<file path="src/rtl/fifo_rr_scheduler.sv">
`default_nettype none
// ============================================================================
// Module   : fifo_rr_scheduler
// Purpose  : Round-robin scheduler that drains NUM_SRC first-word-fall-through
//            source FIFOs into one shared destination FIFO. Each grant moves
//            at most BURST words, and one IDLE cycle separates grants.
// Revision : 1.0 - initial release
// ============================================================================
module fifo_rr_scheduler #(
  parameter int NUM_SRC = 4,
  parameter int WIDTH   = 32,
  parameter int BURST   = 4
) (
  input  logic                     CLK,
  input  logic                     RST,
  input  logic [NUM_SRC-1:0]       SRC_EMP,
  input  logic [NUM_SRC*WIDTH-1:0] SRC_DOT,
  output logic [NUM_SRC-1:0]       SRC_DEQ,
  input  logic                     DST_FUL,
  output logic                     DST_ENQ,
  output logic [WIDTH-1:0]         DST_DIN,
  output logic [NUM_SRC-1:0]       GRANT,
  output logic                     BUSY,
  output logic [31:0]              XFER_CNT
);

  localparam int IW = $clog2(NUM_SRC);
  localparam int BW = $clog2(BURST + 1);
  localparam logic [BW-1:0] c_LAST_BEAT = BW'(BURST - 1);
  localparam logic [IW-1:0] c_LAST_SRC  = IW'(NUM_SRC - 1);
  localparam logic [IW:0]   c_NUM_SRC   = (IW+1)'(NUM_SRC);

  typedef enum logic {
    S_IDLE = 1'b0,
    S_XFER = 1'b1
  } state_t;

  state_t               r_state;
  logic [IW-1:0]        r_gidx;
  logic [IW-1:0]        r_ptr;
  logic [BW-1:0]        r_beat;
  logic [NUM_SRC-1:0]   r_grant;
  logic                 r_busy;
  logic [31:0]          r_xfer_cnt;

  logic                 w_emp_g;
  logic [WIDTH-1:0]     w_dot_g;
  logic                 w_xfer;
  logic                 w_pick_vld;
  logic [IW-1:0]        w_pick_idx;
  logic [NUM_SRC-1:0]   w_pick_oh;
  logic [IW-1:0]        w_next_ptr;
  logic                 w_exit;

  // Select the empty flag and head word of the currently granted source.
  always_comb begin
    w_emp_g = 1'b1;
    w_dot_g = '0;
    for (int i = 0; i < NUM_SRC; i++) begin
      if (r_gidx == IW'(i)) begin
        w_emp_g = SRC_EMP[i];
        w_dot_g = SRC_DOT[i*WIDTH +: WIDTH];
      end
    end
  end

  // A word moves only in XFER with data available and room downstream;
  // reset masks the strobes so nothing is lost while RST is held.
  assign w_xfer = (r_state == S_XFER) & ~w_emp_g & ~DST_FUL & ~RST;

  generate
    for (genvar gi = 0; gi < NUM_SRC; gi++) begin : g_deq
      assign SRC_DEQ[gi] = w_xfer & (r_gidx == IW'(gi));
    end
  endgenerate

  assign DST_ENQ = w_xfer;
  assign DST_DIN = (r_state == S_XFER) ? w_dot_g : '0;

  // Find the first non-empty source starting at the round-robin pointer.
  always_comb begin
    logic [IW:0] w_sum;
    w_sum      = '0;
    w_pick_vld = 1'b0;
    w_pick_idx = '0;
    for (int k = 0; k < NUM_SRC; k++) begin
      w_sum = {1'b0, r_ptr} + (IW+1)'(k);
      if (w_sum >= c_NUM_SRC) begin
        w_sum = w_sum - c_NUM_SRC;
      end
      if (!w_pick_vld && !SRC_EMP[w_sum[IW-1:0]]) begin
        w_pick_vld = 1'b1;
        w_pick_idx = w_sum[IW-1:0];
      end
    end
    w_pick_oh = NUM_SRC'(1) << w_pick_idx;
  end

  assign w_next_ptr = (r_gidx == c_LAST_SRC) ? '0 : r_gidx + IW'(1);

  // Burst ends on its last beat, or as soon as the granted source runs dry
  // (empty wins over a simultaneous full).
  assign w_exit = (w_xfer && (r_beat == c_LAST_BEAT)) || w_emp_g;

  // Scheduler state machine, grant register and transfer counter.
  always_ff @(posedge CLK) begin
    if (RST) begin
      r_state    <= S_IDLE;
      r_gidx     <= '0;
      r_ptr      <= '0;
      r_beat     <= '0;
      r_grant    <= '0;
      r_busy     <= 1'b0;
      r_xfer_cnt <= '0;
    end else begin
      case (r_state)
        S_IDLE: begin
          if (w_pick_vld) begin
            r_state <= S_XFER;
            r_gidx  <= w_pick_idx;
            r_grant <= w_pick_oh;
            r_beat  <= '0;
            r_busy  <= 1'b1;
          end
        end
        S_XFER: begin
          if (w_xfer) begin
            r_beat     <= r_beat + BW'(1);
            r_xfer_cnt <= r_xfer_cnt + 32'd1;
          end
          if (w_exit) begin
            r_state <= S_IDLE;
            r_ptr   <= w_next_ptr;
            r_grant <= '0;
            r_busy  <= 1'b0;
          end
        end
        default: begin
          r_state <= S_IDLE;
          r_grant <= '0;
          r_busy  <= 1'b0;
        end
      endcase
    end
  end

  assign GRANT    = r_grant;
  assign BUSY     = r_busy;
  assign XFER_CNT = r_xfer_cnt;

endmodule
`default_nettype wire

</file>
<file path="config.mk">
export PLATFORM = sky130hd
export DESIGN_NAME = fifo_rr_scheduler
export DESIGN_NICKNAME = d
export VERILOG_FILES = /design/src/rtl/fifo_rr_scheduler.sv
export SDC_FILE = /design/constraint.sdc
export NUM_CORES = 1
export LEC_CHECK = 0
export CELL_PAD_IN_SITES_DETAIL_PLACEMENT = 1
export CELL_PAD_IN_SITES_GLOBAL_PLACEMENT = 1
export CORE_UTILIZATION = 23
export CTS_CLUSTER_SIZE = 40
export DETAILED_ROUTE_END_ITERATION = 8
export GPL_TIMING_DRIVEN = 1
export PLACE_DENSITY = 0.85
export SYNTH_ARGS = -nofsm -noshare
export SYNTH_HDL_FRONTEND = slang
export SYNTH_SLANG_ARGS = --single-unit
</file>
<file path="constraint.sdc">
create_clock -name CLK -period 2.32 [get_ports CLK]
set_input_delay 0.58 -clock CLK [delete_from_list [all_inputs] [get_ports CLK]]
set_output_delay 0.58 -clock CLK [all_outputs]
set_load 0.005 [all_outputs]
</file>
# Word level (Yosys, flattened, before mapping)
# Cells that the tools add are included.
# Widths: inputs -> output; s select.
# totals
ff_bits	45
# classes
reduce_logical	16
add_sub_neg	10
shift	1
mux	42
magnitude_cmp	8
bitwise_logic	11
eq_ne	7
# ops
operator	n
$mux 32	5
$add 32x1->32 const B	1
$mux 2	9
$mux 1	16
$lt 2x3->1 const B	4
$reduce_and 2->1	5
$ge 3x3->1 const B	3
$bmux 1 s2	4
$mux 4	2
$pmux 4 s2	1
$sub 2x1->2 const B	4
$and 1x1->1	7
$add 2x2->3 const B	2
$mux 3	2
$pmux 3 s2	1
$logic_not 1->1	5
$eq 2x2->1 const B	2
$logic_and 1x1->1	4
$ne 2x1->1 const B	2
$not 1->1	4
$pmux 1 s2	2
$shl 1x2->4 const A	1
$add 2x1->3 const B	1
$add 3x1->3 const B	1
other kinds (7)	7

# Longest topological paths before layout
# Gate-level depths: netlist of run 1.
# depth
ltp_word	17
depth_mapped	10
mapped_depth_nobuf	8

# Least setup slack after synthesis of run 1
# No wires, ideal clock.
# synth_timing
path_kind	flip-flop to output port
start	register r_gidx[0]
end	output port DST_ENQ
arrival_ns	1.735
path_stages_with_launch	8
required_time_ns	1.740
setup_slack_ns	0.005
n_path_buf	1
path_cell_list	dfxtp_1 inv_1 ha_1 nor2b_1 or4_1 clkbuf_1 nand2_1 inv_1
# synth_via
elab_chain_cells	9
# synth_lines
element	line	source
start: declaration	39	logic [IW-1:0] r_gidx;
start signal: assignment	120	r_gidx <= w_pick_idx;
$logic_not 2->1	60	if (r_gidx == IW'(i)) begin
$mux 1 (3 in series)	60	
$mux 1 *	60	
$not 1->1 *	69	assign w_xfer = (r_state == S_XFER) & ~w_emp_g & ~DST_FUL & ~RST;
$and 1x1->1 * (3 in series)	69	
end: declaration	20	output logic DST_ENQ,
# Every way passes the cells marked *; elsewhere a longest branch is shown, timed or not.

# Final worst setup path of run 1
# layout_timing
start	register r_gidx[1]
end	output port DST_ENQ
# The elaborated chain is that of the path after synthesis.

==> summary.md, run 1 <==
| Metric | Value |
|---|---|
| Largest net degree at the start of global routing | `47` |
| Rows | `between 40 and 50` |
| DR vias | `4,754` |
| Die X | `123 µm` |
| Chip height | `approximately 120 µm` |
| Cells after DPL | `864` |
| Iteration-0 DRC Markers | `164` |
| Crit-path slowest cell | `or4_4` |
| Final Hold Vio Count | `0` |
| Ys async rst share | `0%` |
| DR WL/cell | `20.3 µm` |
| Max Cap Viol | `0` |
| Outcome | `finished, violations left` |
| RSZ-0062 raised after global routing | `true` |
| Peak VDD IR | `0.260 mV` |
| Most frequent cells in the layout | `166 x clkdlybuf4s50_1, 62 x nor2b_1, 54 x a21oi_1, 48 x buf_4, 43 x dfxtp_1` |
| Detail Route Antenna Nets | `0` |
| Overall routing resource usage | `around 22%` |
| CTS Buffer Depth | `2` |
| Area growth syn-to-layout | `108%` |
| Maximum clock rate | `383 MHz` |
| Cell mode on critical path | `buf_6` |
| Final core occ | `50.0%` |
| Layout Cells excl Fill | `around 900` |
| Place WS | `-0.877 ns` |
| Worst setup margin | `-0.291 ns` |
| Setup Crit Path Kind | `flop to output pin` |
| I/O Buffers | `roughly 210` |
| Via/cell ratio | `between 5 and 6` |
| Yosys cell types | `40` |
| Req. time, crit path | `about 1.7 ns` |
| Ys Warns | `0` |
| Period utilization | `113%` |
| RePlAce Congestion | `about 0.8` |
| Drt total wl | `18,300 µm` |
| Root Buffer | `clkbuf_16` |
| Syn nets | `between 600 and 700` |
| Slew Limit Fails | `0` |
| Nets | `863` |
| I/O pins | `between 200 and 250` |
| Share of cells above drive strength 1 | `approximately 29%` |
| Slew HR | `about 66%` |
| Number of synthesized register bits | `45` |
| Worst slew pin tran | `roughly 0.50 ns` |
| Hold Path Class | `flop to flop` |
| Synth Area per Inst | `roughly 7.3 µm²` |
| CTS tree | `yes` |
| Clock sink count | `45` |
| PD cells | `~480 nW/µm²` |
| Vias in the first global route | `5,008` |
| Crit path arrival time | `approximately 2.0 ns` |
| Die ar. | `between 15,000 and 20,000 µm²` |
| Grt total ovfl | `0` |
| Worst-path clk slew | `~0.070 ns` |
| Sequential share of the synthesized area | `between 20% and 30%` |
| Synthesized area | `approximately 3400 µm²` |
| P_leak | `approximately 2.6 nW` |
| Number of CTS-inserted buffers | `5` |
| Mapped Cells | `about 460` |
| Commonest non-fill, non-tap cell in the layout | `clkdlybuf4s50_1` |
| Clk Latency, worst-skew pair | `between 0.2 and 0.3 ns` |
| Critical path cell sequence | `inv_4, ha_4, buf_6, nor3b_4, or4_4, buf_6, nand2_4, inv_4, buf_6` |
| CTS HTree Levels | `2` |
| Drt first pass iters | `4` |
| First-pass GRT wire length | `26,200 µm` |
| Ys flop type | `dfxtp_1` |
| DRC Markers | `0` |
| Initial antenna violation count | `2` |
| CP Max Fanout | `5` |
| Final setup fails | `44` |
| Violated checks | `negative setup slack` |
| EDFF count, synth | `0` |
| Core area | `14,100 µm²` |
| Worst path max stage delay | `between 0.4 and 0.5 ns` |
| DP Wirelength | `around 12,000 µm` |
| CP startpoint kind | `flop` |
| CP Capture Type | `output pin` |
| Skew final | `between 0.007 and 0.008 ns` |
| Initial Util | `a little under a quarter` |
| Crit path time final | `roughly 2.6 ns` |
## layout make-up
cell class                 count  area [µm²]
fill                        1619        7050
multi-input combinational    372        2930
timing repair buffer         288        2770
sequential                    45         908
tap                          180         225
clock buffer                   6         129
inverter                       9        41.3
clock inverter                 2        38.8
antenna                        2        5.00
## sequential cells by signal, indices dropped and copies added (netlist names)
| register | flops |
|---|---|
| XFER_CNT | 32 |
| GRANT | 4 |
| r_beat | 3 |
| r_gidx | 2 |
| r_ptr | 2 |
| BUSY | 1 |
| r_state | 1 |
## power by group
group	internal (mW)	switching (mW)
combinational	0.972	0.793
sequential	0.795	0.0241
clock	0.511	0.308
## layer usage
metal | up-vias | track usage, % | wire length (µm)
li1 | 2221 | - | -
met1 | 2296 | 22.0 | 6640
met2 | 198 | 44.4 | 9860
met3 | 39 | 5.17 | 1290
met4 | 0 | 8.51 | 537
met5 | - | 0 | 0
## cell families after synthesis
group,Yosys count,share of synthesized area [%]
buffers and inverters,46,5.56
adders and majority gates,7,2.59
and+or+nand+nor,229,38.7
AOI/OAI and AO/OA,118,22.1
xor gates and xnor gates,17,4.41
DFF,45,26.7
## worst max-delay path: cells and delay by family (launching register included)
family / cells / cell delay, ns
flops: 1 / 0.38
buf+inv: 5 / 0.47
fa+ha+maj: 1 / 0.18
simple gates: 3 / 0.70
## cell usage after synthesis (8+ instances only)
| cell | count | area [µm²] |
|---|---|---|
| dfxtp_1 | 45 | 901 |
| clkbuf_1 | 31 | 116 |
| and3_1 | 9 | 56.3 |
| nor2b_1 | 64 | 400 |
| or3_1 | 16 | 100 |
| inv_1 | 9 | 33.8 |
| nor2_1 | 27 | 101 |
| nand4_1 | 9 | 56.3 |
| nand3_1 | 12 | 60.1 |
| nor3_1 | 39 | 195 |
| a221oi_1 | 31 | 272 |
| xnor2_1 | 15 | 131 |
| a21oi_1 | 58 | 290 |
| nor4_1 | 8 | 50.1 |
| o21ai_0 | 18 | 90.1 |
| nand2_1 | 24 | 90.1 |
## metrics by stage
step           setup TNS [ns]  cell area (µm²)  hold slack (ns)  power [mW]
2_1_floorplan               0             3380            0.448        1.40
3_3_place_gp           -23.64             5980            0.442        2.11
3_5_place_dp           -28.87             5980            0.464        2.16
4_1_cts                 -7.59             6770            0.477        3.26
5_1_grt                -12.02             7040            0.494        3.57
6_report                -8.13             7040            0.478        3.40
## timing repair
item | 4_1_cts | 5_1_grt
cloned | 3 | 1
pin swaps | 80 | 43
setup buffers | 22 | 10
hold endpoints to repair | 0 | 0
endpoints found under the setup margin | 49 | 66
resized for setup | 262 | 47
hold buffers | 0 | 0
## path summary, 6_finish.rpt
kind | start | end | slack (ns) | depth (start not counted)
max | r_gidx[1] | DST_ENQ | -0.29 | 9
min | GRANT[1] | GRANT[1] | 0.48 | 1
max reg2reg | r_gidx[0] | XFER_CNT[26] | -0.10 | 10
min reg2reg | GRANT[1] | GRANT[1] | 0.48 | 1
No activity file was read; power rests on OpenSTA's default activity.
==> inputs of run 2 (changes only) <==
CAP_MARGIN = 20   (was default)
CORE_MARGIN = 1.5   (was default)
==> run 2 against run 1 <==
  * The run still ends with negative setup slack left
  * Core utilization shrank 0.96 points
  * Sequential share of layout area shrank 0.081 points
  * Critical path depth grew 1
  * Die area grew 1.6%
  * Worst hold slack lost 0.014 ns
  * Fmax shrank 5.6%
  * Total power grew 3.7%
  * Global-route usage grew 0.21 points
  * Setup slack lost 0.15 ns
  * Clock-buffer cell count shrank 1
  * Clock power grew 1%
  * Largest cell class unchanged
==> summary.md, run 2 (same netlist as run 1, synthesis figures left out) <==
| Metric | Value |
|---|---|
| Die ar. | `15,400 µm² (+1.6%)` |
| Number of CTS-inserted buffers | `5 (unchanged)` |
| CP startpoint kind | `flop` |
| Via/cell ratio | `5.33 (+1.3%)` |
| First-pass GRT wire length | `26,700 µm (+2.0%)` |
| RR Endpoint | `XFER_CNT[26]` |
| Clk Latency, worst-skew pair | `0.29 ns (about the same)` |
| Crit path time final | `2.77 ns (+0.155 ns)` |
| DR WL/cell | `22.2 µm (+9.3%)` |
| Max reg flops | `32 (unchanged)` |
| Drt first pass iters | `4 (unchanged)` |
| Share of cells above drive strength 1 | `29.7% (+0.46 points)` |
| Sum of negative setup slack | `-10.97 ns (-2.84 ns)` |
| Commonest non-fill, non-tap cell in the layout | `clkdlybuf4s50_1` |
| Peak VDD IR | `0.283 mV (+9.1%)` |
| Req. time, crit path | `1.74 ns (about the same)` |
| WHS Path Cells | `1 (unchanged)` |
| Grt total ovfl | `0 (unchanged)` |
| P_leak | `2.58 nW (-0.67%)` |
| Final Hold Vio Count | `0 (unchanged)` |
| DRC Markers | `0 (unchanged)` |
| DP Wirelength | `12,300 µm (+1.1%)` |
| Worst setup margin | `-0.446 ns (-0.155 ns)` |
| Chip height | `124 µm (+0.81%)` |
| Skew final | `0.00656 ns (-0.00116 ns)` |
| Iteration-0 DRC Markers | `190 (+16%)` |
| Vias in the first global route | `5,043 (+0.70%)` |
| CP Max Fanout | `8 (+3)` |
| Area growth syn-to-layout | `109%` |
| DR vias | `4,843 (+1.9%)` |
| Slew Limit Fails | `0 (unchanged)` |
| Hold wc startpoint | `GRANT[3]` |
| Clock sink count | `45 (unchanged)` |
| Die X | `124 µm (+0.81%)` |
| Drt total wl | `20,100 µm (+9.9%)` |
| Hold Path Class | `flop to flop` |
| RSZ-0062 raised after global routing | `true` |
| Most frequent cells in the layout | `165 x clkdlybuf4s50_1, 60 x nor2b_1, 51 x buf_4, 47 x a21oi_1, 43 x dfxtp_1` |
| Outcome | `finished, violations left` |
| Largest net degree at the start of global routing | `47 (unchanged)` |
| RePlAce Congestion | `0.869 (+8.4%)` |
| Worst Setup SP | `r_gidx[0]` |
| Rows | `44 (+2.3%)` |
| Worst slew pin tran | `0.495 ns (-0.00771 ns)` |
| Total power | `3.53 mW (+3.7%)` |
| Root Buffer | `clkbuf_16` |
| CTS Buffer Depth | `2 (unchanged)` |
| I/O Buffers | `208 (unchanged)` |
| Post-CTS Hold Buffers | `0 (unchanged)` |
| Maximum clock rate | `362 MHz (-5.6%)` |
| CTS HTree Levels | `2 (unchanged)` |
| Max Cap Viol | `0 (unchanged)` |
| Initial Util | `23.4% (-0.54 points)` |
| Final setup fails | `37 (-16%)` |
| Final core occ | `49.0% (-0.96 points)` |
| Nets | `862 (-0.12%)` |
| CTS tree | `yes` |
| Slew HR | `66.7% (+0.70 points)` |
| Violated checks | `negative setup slack` |
| Setup Crit Path Kind | `flop to output pin` |
| Hold path endpoint | `GRANT[3]` |
| Core area | `14,400 µm² (+2.3%)` |
| Reg2reg path depth | `9 (-1)` |
| Overall routing resource usage | `22.5% (+0.21 points)` |
| Initial antenna violation count | `3 (+1)` |
| PD cells | `499 nW/µm² (+3.4%)` |
| RR Startpoint | `r_gidx[1]` |
| I/O pins | `209 (unchanged)` |
| Crit path arrival time | `2.19 ns (+0.16 ns)` |
| Place WS | `-0.788 ns (+0.0892 ns)` |
| Worst-path clk slew | `0.07 ns (about the same)` |
| CP Capture Type | `output pin` |
| Reg2reg setup slack | `0.02 ns (+0.12 ns)` |
| Period utilization | `119% (+6.7 points)` |
| Detail Route Antenna Nets | `0 (unchanged)` |
[run 2: cell count changes in the layout (fill, tap and decap cells not counted), sizes merged]
cell	previous run	this run
buf	116	107
diode	2	4
clkinvlp	0	1
clkbuf	7	12
clkdlybuf4s15	0	1
clkdlybuf4s50	166	165
dlygate4sd2	5	7
[run 2: how the worst max path moves through the flow]
stage                        endpoint  slack, ns  cells after the start
after floorplan               DST_ENQ      0.005                      7
after global placement     SRC_DEQ[1]      -0.78                      6
after detailed placement   SRC_DEQ[1]      -0.79                      6
after CTS                  SRC_DEQ[1]      -0.41                      8
after global routing      DST_DIN[18]      -0.51                     10
final                     DST_DIN[20]      -0.45                     10
[run 2: metal layers]
layer | up-vias | global-route usage, % | part of all wire (%)
li1 | 2224 | - | -
met1 | 2346 | 23.2 | 36
met2 | 211 | 42.6 | 52
met3 | 62 | 4.40 | 6.6
met4 | 0 | 11.9 | 4.8
met5 | - | 0 | 0
[run 2: what timing repair did]
action / 4_1_cts / 5_1_grt
resized for setup: 235 / 56
setup endpoints to repair: 46 / 44
hold endpoints to repair: 0 / 0
gates cloned: 4 / 2
buffers inserted: 17 / 13
pin swaps: 67 / 31
[run 2: critical path, cell delays in order (launching register included)]
cell and delay [ns]:
dfxtp_4 0.37, inv_4 0.08, ha_4 0.15, nor2b_4 0.18, buf_4 0.22, buf_12 0.16, a221oi_2 0.06, nor3_1 0.18
a21oi_1 0.10, nor2b_1 0.20, buf_2 0.16
[run 2: stage by stage]
| stage | cell area, µm² | hold slack [ns] | std cells |
|---|---|---|---|
| 2_1_floorplan | 3380 | 0.448 | 462 |
| 3_3_place_gp | 6010 | 0.438 | 866 |
| 3_5_place_dp | 6010 | 0.447 | 866 |
| 4_1_cts | 6780 | 0.465 | 895 |
| 5_1_grt | 7070 | 0.480 | 908 |
| 6_report | 7070 | 0.464 | 909 |
[run 2: area by class of cell]
cell class	instances	area [µm²]
clock buffers	5	125
well taps	184	230
flip-flops and latches	45	906
inverters	9	41.3
clock inverters	3	46.3
multi-input cells	372	2900
repair buffers	287	2810
diodes	4	10.0
fillers	1639	7360
[run 2: report_power, final]
part / switching, mW / internal [mW] / leakage [nW] / total, mW
sequential: 0.0230 / 0.795 / 0.365 / 0.818
clock: 0.319 / 0.510 / 0.0800 / 0.829
combinational: 0.874 / 1.01 / 2.14 / 1.88
==> inputs of run 3 (changes only) <==
RECOVER_POWER = 100   (was default)
==> run 3 against run 2 <==
  * The flow still finishes with violations (negative setup slack)
  * Global-route usage unchanged
  * Final cell count unchanged
  * Setup slack better by 0.0048 ns
  * Wire length decreased by 0.21%
  * Total power is 0.52% lower
  * Non-clock buffer count did not move
  * Critical path depth stayed put
  * Sequential share of layout area is essentially flat
  * Fmax increased by 0.17%
  * Design area shrank 0.37%
  * Largest cell class unchanged
  * Largest power group unchanged
==> summary.md, run 3 (same netlist as run 1, synthesis figures left out) <==
| Metric | Value |
|---|---|
| Layout Cells excl Fill | `909 (unchanged)` |
| Die X | `124 µm (unchanged)` |
| Worst slew pin tran | `0.493 ns (-0.00202 ns)` |
| RSZ-0062 raised after global routing | `true` |
| RR Endpoint | `r_ptr[0]` |
| Post-CTS Hold Buffers | `0 (unchanged)` |
| Detail Route Antenna Nets | `0 (unchanged)` |
| DRC Markers | `0 (unchanged)` |
| DR WL/cell | `22.1 µm (-0.21%)` |
| Max Cap Viol | `0 (unchanged)` |
| Rows | `44 (unchanged)` |
| Worst setup margin | `-0.441 ns (+0.00479 ns)` |
| RePlAce Congestion | `0.869 (unchanged)` |
| Final Hold Vio Count | `0 (unchanged)` |
| Crit path time final | `2.76 ns (-0.00479 ns)` |
| Final Cell Area | `7040 µm² (-0.37%)` |
| Final setup fails | `37 (unchanged)` |
| Max reg flops | `32 (unchanged)` |
| WHS | `0.459 ns (-0.00491 ns)` |
| Clk Latency, worst-skew pair | `0.29 ns (about the same)` |
| Req. time, crit path | `1.74 ns (about the same)` |
| Skew final | `0.00529 ns (-0.00127 ns)` |
| RR Startpoint | `r_gidx[1]` |
| Slew Limit Fails | `0 (unchanged)` |
| I/O Buffers | `208 (unchanged)` |
| Drt first pass iters | `4 (unchanged)` |
| WHS Path Cells | `1 (unchanged)` |
| Hold Path Class | `flop to flop` |
| Setup Crit Path Kind | `flop to output pin` |
| Cells after DPL | `866 (unchanged)` |
| Final core occ | `48.8% (-0.18 points)` |
| Die ar. | `15,400 µm² (unchanged)` |
| Violated checks | `negative setup slack` |
| Crit path arrival time | `2.18 ns (about the same)` |
| Period utilization | `119% (-0.21 points)` |
| Filler instances | `1,642 (+0.18%)` |
| Drt total wl | `20,100 µm (-0.21%)` |
| Chip height | `124 µm (unchanged)` |
| PD cells | `499 nW/µm² (-0.15%)` |
| Clock sink count | `45 (unchanged)` |
| Share of cells above drive strength 1 | `29.0% (-0.69 points)` |
| Overall routing resource usage | `22.5% (unchanged)` |
| I/O pins | `209 (unchanged)` |
| Nets | `862 (unchanged)` |
| Hold wc startpoint | `GRANT[1]` |
| Grt total ovfl | `0 (unchanged)` |
| CTS Buffer Depth | `2 (unchanged)` |
| CTS tree | `yes` |
| Largest net degree at the start of global routing | `47 (unchanged)` |
| Via/cell ratio | `5.35 (+0.47%)` |
| DR vias | `4,866 (+0.47%)` |
| Area growth syn-to-layout | `108%` |
| Dpl cell area | `6010 µm² (unchanged)` |
| Number of CTS-inserted buffers | `5 (unchanged)` |
| Root Buffer | `clkbuf_16` |
| CP Capture Type | `output pin` |
| Slew HR | `66.9% (+0.14 points)` |
| Outcome | `finished, violations left` |
| Vias in the first global route | `5,043 (unchanged)` |
| CTS HTree Levels | `2 (unchanged)` |
| Peak VDD IR | `0.284 mV (about the same)` |
| First-pass GRT wire length | `26,700 µm (unchanged)` |
| Core area | `14,400 µm² (unchanged)` |
| P_leak | `2.69 nW (+4.0%)` |
| Initial Util | `23.4% (unchanged)` |
| Worst-path clk slew | `0.07 ns (about the same)` |
| Initial antenna violation count | `3 (unchanged)` |
| CP startpoint kind | `flop` |
| Reg2reg setup slack | `0.01 ns (about the same)` |
| Reg2reg path depth | `10 (+1)` |
| Hold path endpoint | `GRANT[1]` |
| Most frequent cells in the layout | `128 x clkdlybuf4s50_1, 60 x nor2b_1, 47 x a21oi_1, 46 x buf_4, 43 x dfxtp_1` |
| CP Max Fanout | `8 (unchanged)` |
| Iteration-0 DRC Markers | `203 (+6.8%)` |
| Maximum clock rate | `362 MHz (+0.17%)` |
| Commonest non-fill, non-tap cell in the layout | `clkdlybuf4s50_1` |
| DP Wirelength | `12,300 µm (unchanged)` |
==> run 3: changes by cell type in the layout (fill, tap and decap cells not counted), sizes merged <==
cell	previous run	this run
buf	107	102
dlygate4sd3	0	37
clkdlybuf4s50	165	128
clkbuf	12	17
==> run 3: final cells by class <==
class / instances / area (µm²) / area share, %
clock buffer: 5 / 125 / 1.78
clock inverter: 3 / 46.3 / 0.657
sequential: 45 / 906 / 12.9
inverter: 9 / 41.3 / 0.586
timing repair buffer: 287 / 2800 / 39.7
tap: 184 / 230 / 3.27
antenna: 4 / 10.0 / 0.142
multi-input combinational: 372 / 2890 / 41.0
==> run 3: metrics by stage <==
| stage | total power [mW] | worst slack [ns] | setup TNS, ns |
|---|---|---|---|
| after floorplan | 1.40 | 0.00504 | 0 |
| after global placement | 2.11 | -0.782 | -22.97 |
| after detailed placement | 2.17 | -0.788 | -27.37 |
| after CTS | 3.35 | -0.408 | -9.45 |
| after global routing | 3.66 | -0.514 | -14.68 |
| final | 3.51 | -0.441 | -10.89 |
==> run 3: worst max path at each step <==
stage,cells past startpoint,from,endpoint,slack (ns)
3_5_place_dp,6,SRC_EMP[0],SRC_DEQ[1],-0.79
3_3_place_gp,6,SRC_EMP[0],SRC_DEQ[1],-0.78
4_1_cts,8,r_gidx[1],SRC_DEQ[1],-0.41
6_report,10,r_gidx[0],DST_DIN[20],-0.44
5_1_grt,10,r_gidx[0],DST_DIN[18],-0.51
2_1_floorplan,7,r_gidx[0],DST_ENQ,0.005
==> run 3: per-layer routing <==
layer | wire (µm) | GRT usage, % | vias up
li1 | - | - | 2226
met1 | 7210 | 23.2 | 2364
met2 | 10500 | 42.6 | 209
met3 | 1360 | 4.40 | 67
met4 | 1070 | 11.9 | 0
met5 | 0 | 0 | -
==> run 3: repair_timing <==
item | 4_1_cts | 5_1_grt
endpoints found under the setup margin | 46 | 44
buffers inserted | 17 | 13
gates cloned | 4 | 2
pin swaps | 67 | 31
gates resized for setup | 235 | 56
==> run 3: power breakdown <==
group | switching (mW) | total, mW | internal, mW
logic | 0.870 | 1.86 | 0.994
registers | 0.0225 | 0.818 | 0.795
clock network | 0.319 | 0.829 | 0.510
==> run 3: worst max-delay path: stages (launching register included) <==
cell	delay, ns
dfxtp_4	0.37
inv_4	0.08
ha_4	0.15
nor2b_4	0.18
buf_4	0.22
buf_12	0.16
a221oi_2	0.06
nor3_1	0.18
a21oi_1	0.10
nor2b_1	0.20
buf_2	0.16
